**config.mk**
```make
export PLATFORM = sky130hd
export DESIGN_NAME = change_logger
export DESIGN_NICKNAME = d
export VERILOG_FILES = /design/src/rtl/change_logger.sv
export SDC_FILE = /design/constraint.sdc
export NUM_CORES = 1
export LEC_CHECK = 0
export BUFFER_PORTS_ARGS = -buffer_cell sky130_fd_sc_hd__buf_2
export CAP_MARGIN = 20
export CORE_ASPECT_RATIO = 2
export CORE_MARGIN = 4
export CORE_UTILIZATION = 55
export DETAILED_ROUTE_END_ITERATION = 10
export PLACE_DENSITY = 0.85
export SYNTH_ARGS = -nofsm -noshare
export SYNTH_HDL_FRONTEND = slang
export SYNTH_SLANG_ARGS = --single-unit
```
**constraint.sdc**
```tcl
create_clock -name clk -period 4.25 [get_ports clk]
set_clock_uncertainty 0.05 [all_clocks]
set_input_delay 0.2125 -clock clk [delete_from_list [all_inputs] [get_ports clk]]
set_output_delay 0.2125 -clock clk [all_outputs]
set_load 0.1 [all_outputs]
```
**src/rtl/change_logger.sv**
```systemverilog
// change_logger: watches CHANNELS data lanes, records a timestamped event
// whenever any lane changes value, and queues events in a small
// first-word-fall-through FIFO with overflow tracking.
module change_logger #(
  parameter int DATA_W   = 4,
  parameter int CHANNELS = 2,
  parameter int DEPTH    = 8,   // power of two, >= 2
  parameter int TS_W     = 16,
  localparam int EVT_W   = TS_W + CHANNELS + CHANNELS*DATA_W,
  localparam int PTR_W   = $clog2(DEPTH),
  localparam int LVL_W   = $clog2(DEPTH) + 1
) (
  input  logic                       clk,
  input  logic                       rst_n,
  input  logic                       en,
  input  logic [CHANNELS*DATA_W-1:0] ch_data,
  input  logic                       rd_en,
  input  logic                       clr,
  output logic                       evt_valid,
  output logic [TS_W-1:0]            evt_ts,
  output logic [CHANNELS-1:0]        evt_mask,
  output logic [CHANNELS*DATA_W-1:0] evt_data,
  output logic [LVL_W-1:0]           level,
  output logic                       overflow,
  output logic [7:0]                 drop_cnt
);

  localparam logic [LVL_W-1:0] FULL_LVL = LVL_W'(DEPTH);

  logic [TS_W-1:0]            ts_q;
  logic [CHANNELS*DATA_W-1:0] prev_q;
  logic                       primed_q;
  logic [CHANNELS-1:0]        mask;
  logic                       evt_hit;

  logic [EVT_W-1:0]           mem [DEPTH];
  logic [PTR_W-1:0]           wr_ptr;
  logic [PTR_W-1:0]           rd_ptr;
  logic [LVL_W-1:0]           level_q;
  logic                       overflow_q;
  logic [7:0]                 drop_q;

  logic                       full;
  logic                       empty;
  logic                       pop;
  logic                       push;
  logic                       drop;
  logic [EVT_W-1:0]           head;

  // Per-channel change detect against the previous sample; masked until primed.
  always_comb begin
    mask = '0;
    for (int k = 0; k < CHANNELS; k++) begin
      mask[k] = primed_q &&
                (ch_data[k*DATA_W +: DATA_W] != prev_q[k*DATA_W +: DATA_W]);
    end
  end

  assign evt_hit = en && (mask != '0);

  // FIFO handshake: clr wins over everything; a pop frees a slot for a same-cycle push.
  always_comb begin
    full  = (level_q == FULL_LVL);
    empty = (level_q == '0);
    pop   = rd_en && !empty && !clr;
    push  = evt_hit && !clr && (!full || pop);
    drop  = evt_hit && !clr && full && !pop;
  end

  // Timestamp, previous sample and primed flag advance only while enabled.
  always_ff @(posedge clk or negedge rst_n) begin
    if (!rst_n) begin
      ts_q     <= '0;
      prev_q   <= '0;
      primed_q <= 1'b0;
    end else if (en) begin
      ts_q     <= ts_q + TS_W'(1);
      prev_q   <= ch_data;
      primed_q <= 1'b1;
    end else begin
      primed_q <= 1'b0;
    end
  end

  // Event storage; contents are don't-care until written, outputs are gated by evt_valid.
  always_ff @(posedge clk) begin
    if (push) begin
      mem[wr_ptr] <= {ts_q, mask, ch_data};
    end
  end

  // Pointers wrap naturally since DEPTH is a power of two.
  always_ff @(posedge clk or negedge rst_n) begin
    if (!rst_n) begin
      wr_ptr  <= '0;
      rd_ptr  <= '0;
      level_q <= '0;
    end else if (clr) begin
      wr_ptr  <= '0;
      rd_ptr  <= '0;
      level_q <= '0;
    end else begin
      if (push) wr_ptr <= wr_ptr + PTR_W'(1);
      if (pop)  rd_ptr <= rd_ptr + PTR_W'(1);
      case ({push, pop})
        2'b10:   level_q <= level_q + LVL_W'(1);
        2'b01:   level_q <= level_q - LVL_W'(1);
        default: level_q <= level_q;
      endcase
    end
  end

  // Sticky overflow flag and saturating drop counter.
  always_ff @(posedge clk or negedge rst_n) begin
    if (!rst_n) begin
      overflow_q <= 1'b0;
      drop_q     <= '0;
    end else if (clr) begin
      overflow_q <= 1'b0;
      drop_q     <= '0;
    end else if (drop) begin
      overflow_q <= 1'b1;
      if (drop_q != 8'hFF) drop_q <= drop_q + 8'd1;
    end
  end

  assign head = mem[rd_ptr];

  // Head fields fall through and read as zero while the FIFO is empty.
  always_comb begin
    evt_valid = !empty;
    evt_ts    = '0;
    evt_mask  = '0;
    evt_data  = '0;
    if (!empty) begin
      {evt_ts, evt_mask, evt_data} = head;
    end
  end

  assign level    = level_q;
  assign overflow = overflow_q;
  assign drop_cnt = drop_q;

endmodule

```
==> impl_metrics.yaml <==
layout:
  area_delta_synth_final_pct: 14.58
  post-route-util_pct: 63.74
  final_cell_mix: "edfxtp_1 (208), mux4_2 (52), buf_2 (52)"
  drive_gt1_share_pct: 29.38
  insertedDiodeCount: 0
  layout_commonest_cell: "edfxtp_1"
  fill_cells: 1222
  fin_cells: 856
  nNetsFinal: 646
  fin_area_um2: 11610
die:
  die_area_um2: 20790
  core_um2: 18220
  rows: 70
  initial_core_util_pct: 55.63
  dieWidth_um: 104.0
  io_pins: 53
  die_h_um: 200.0
yosys:
  ys_async_sr_fraction_pct: 17.46
  synth-simple-area-share_pct: 5.581
  synth_compound_area_share_pct: 1.309
  avgSynthCellArea_um2: 18.59
  synth_top_area_cell: "edfxtp_1"
  seq_area_frac_synth_pct: 72.50
  synth_top_family_by_area: "multiplexers"
  synth_edf_count: 208
  ys.flop_type: "edfxtp_1"
  synth.distinct_cells: 42
  ys_warn_count: 0
  synth_fa_ha_area_share_pct: 0.9384
  synth-xor-area-share_pct: 2.334
  synth_nets: 565
  synthMuxAreaShare_pct: 16.11
  netlist_top_cells_area: "edfxtp_1 (62%), mux4_2 (12%), dfrtp_1 (11%)"
  netlist.area_leader.share_pct: 61.64
  ys_ff_latch: 252
  synth.cell_area_um2: 10130
  synthCells: 545
global_route:
  grt_pass1_vias: 5494
  grt_max_degree: 55
  grt_pass1_wl_mm: 31.01
  antenna_found_initial: 0
  track_usage_pct: 19.33
  grt.overflow.total: 0
job:
  cap_violations: 0
timing:
  slew-limit-headroom_pct: 25.74
  fmax_mhz: 336.8
  fin_crit_sh_pct: 69.85
  worstMarginPinSlew_ns: 1.108
  hold_viol: 0
  rsz0062_at_grt: "no"
  min_period_ns: 2.969
  maxSlewViolCount: 0
  setup_viol: 0
placement:
  dp_hpwl_mm: 11.88
  portBuffers: 52
  dp_cells: 808
  place_area_um2: 10760
  gp_congestion: 0.7951
cts:
  path_clk_slew_ns: 0.07
  clk_latency_ns: 0.50
  cts_setup_buffers: 0
  post_cts_resized: 0
  numCtsBuffers: 20
  root_buffer: "clkbuf_16"
  cts_tree: "yes"
  cts.sinks: 252
  h-tree-depth: 1
  cts_max_path_buffers: 3
  holdBufCountCts: 9
power:
  p_int_mw: 4.513
  p_sw_share_pct: 37.46
  switchingPower_mw: 2.703
  p_per_area_nw_per_um2: 621.5
  ir_drop_mv: 0.6827
  seqPwrFrac_pct: 41.6
  clkPwrFrac_pct: 27.1
  combPwrFrac_pct: 31.3
  p_leak_nw: 4.037
setup_path:
  crit_fanout: 4
  critPathCaptureType: "flop"
  cp.arrival_ns: 3.30
  r2r_setup_slack_ns: 1.28
  cp-start-kind: "flop"
  cp.required_ns: 4.58
  path_class: "flop to flop"
routing:
  first_pass_iters: 4
  num_vias: 5126
  drt_iter0_drc: 362
  viasPerCell: 5.988
  antenna_left: 0
  drcViolationCount: 0
  post_drt_wl_per_cell_um: 22.64
  totalWireLength_mm: 19.38
outcome:
  status: "finished clean"
min_path:
  hp-class: "primary input to flop"
[power groups by stage]
stage | combinational (mW) | clock [mW] | sequential [mW]
global placement | 2.15 | 0 | 3.11
finish | 2.26 | 1.95 | 3.00
detailed placement | 2.18 | 0 | 3.13
floorplan | 1.83 | 0 | 3.07
CTS | 2.19 | 1.98 | 3.08
global route | 2.38 | 2.09 | 3.02
[registers in the layout, indices dropped and copies added (netlist names)]
signal,count
primed_q,1
drop_cnt,8
mem,208
wr_ptr,3
overflow,1
ts_q,16
rd_ptr,3
prev_q,8
level,4
[critical path, stage by stage, from the launching register on]
cell       delay (ns)
dfrtp_1          0.40
xnor2_1          0.30
nand4_1          0.23
o21ai_1          0.34
nand2_1          0.09
nor2_1           0.22
ha_1             0.28
a21o_1           0.19
a21o_1           0.19
nand2_1          0.07
a2bb2oi_1        0.18
mux2_1           0.33
[routing by layer]
layer / wire (um) / share of wire [%] / up-vias / global-route usage [%]
met5: 0 / 0 / - / 0
met4: 474 / 2.4 / 0 / 7.101
met3: 982 / 5.1 / 30 / 2.414
met2: 10940 / 56 / 159 / 36.21
met1: 6976 / 36 / 2645 / 22.94
li1: - / - / 2292 / -
[worst paths after layout]
path | startpoint | cells past startpoint | end
worst min-delay path | ch_data[5] | 1 | mem[1][5]
worst max-delay path | prev_q[5] | 11 | level[3]
worst min register to register | prev_q[1] | 1 | prev_q[1]
min in group asynchronous | rst_n | 2 | prev_q[3]
max in group asynchronous | rst_n | 3 | rd_ptr[0]
worst max register to register | prev_q[5] | 11 | level[3]
[through the flow]
step / setup WS, ns / setup TNS (ns) / power (mW) / hold slack (ns)
6_report: 1.281 / 0 / 7.216 / 0.007114
5_1_grt: 1.081 / 0 / 7.487 / 0.0006739
4_1_cts: 1.022 / 0 / 7.254 / 0.006928
3_5_place_dp: 1.303 / 0 / 5.309 / 0.3954
3_3_place_gp: 1.371 / 0 / 5.261 / 0.3834
2_1_floorplan: -0.9030 / -123.72 / 4.893 / -0.1331
[final cells by class]
type | instances | area [um^2] | share of cell area (%)
timing repair buffer | 83 | 551.8 | 4.752
clock inverter | 11 | 143.9 | 1.239
tap | 216 | 270.3 | 2.328
inverter | 6 | 22.52 | 0.1940
sequential | 252 | 7352 | 63.32
multi-input combinational | 263 | 2710 | 23.34
clock buffer | 25 | 560.5 | 4.828
[kinds of logic (layout without fill, tap and decap cells)]
family / Yosys count / in the layout
mux: 96 / 96
simple gates: 113 / 113
flops: 252 / 252
xor+xnor: 27 / 27
buf+inv: 30 / 125
fa+ha+maj: 7 / 7
compound gates: 20 / 20
[synth_stat cells, drive strengths merged, types with 7 or more instances]
library cell  number
xnor2             20
buf               15
dfrtp             44
nand4              9
clkbuf             9
o21ai              7
edfxtp           208
xor2               7
nand2             21
mux4              52
mux2i             30
mux2              14
nor2              45
Note: power is estimated with default switching activity, not from simulation.
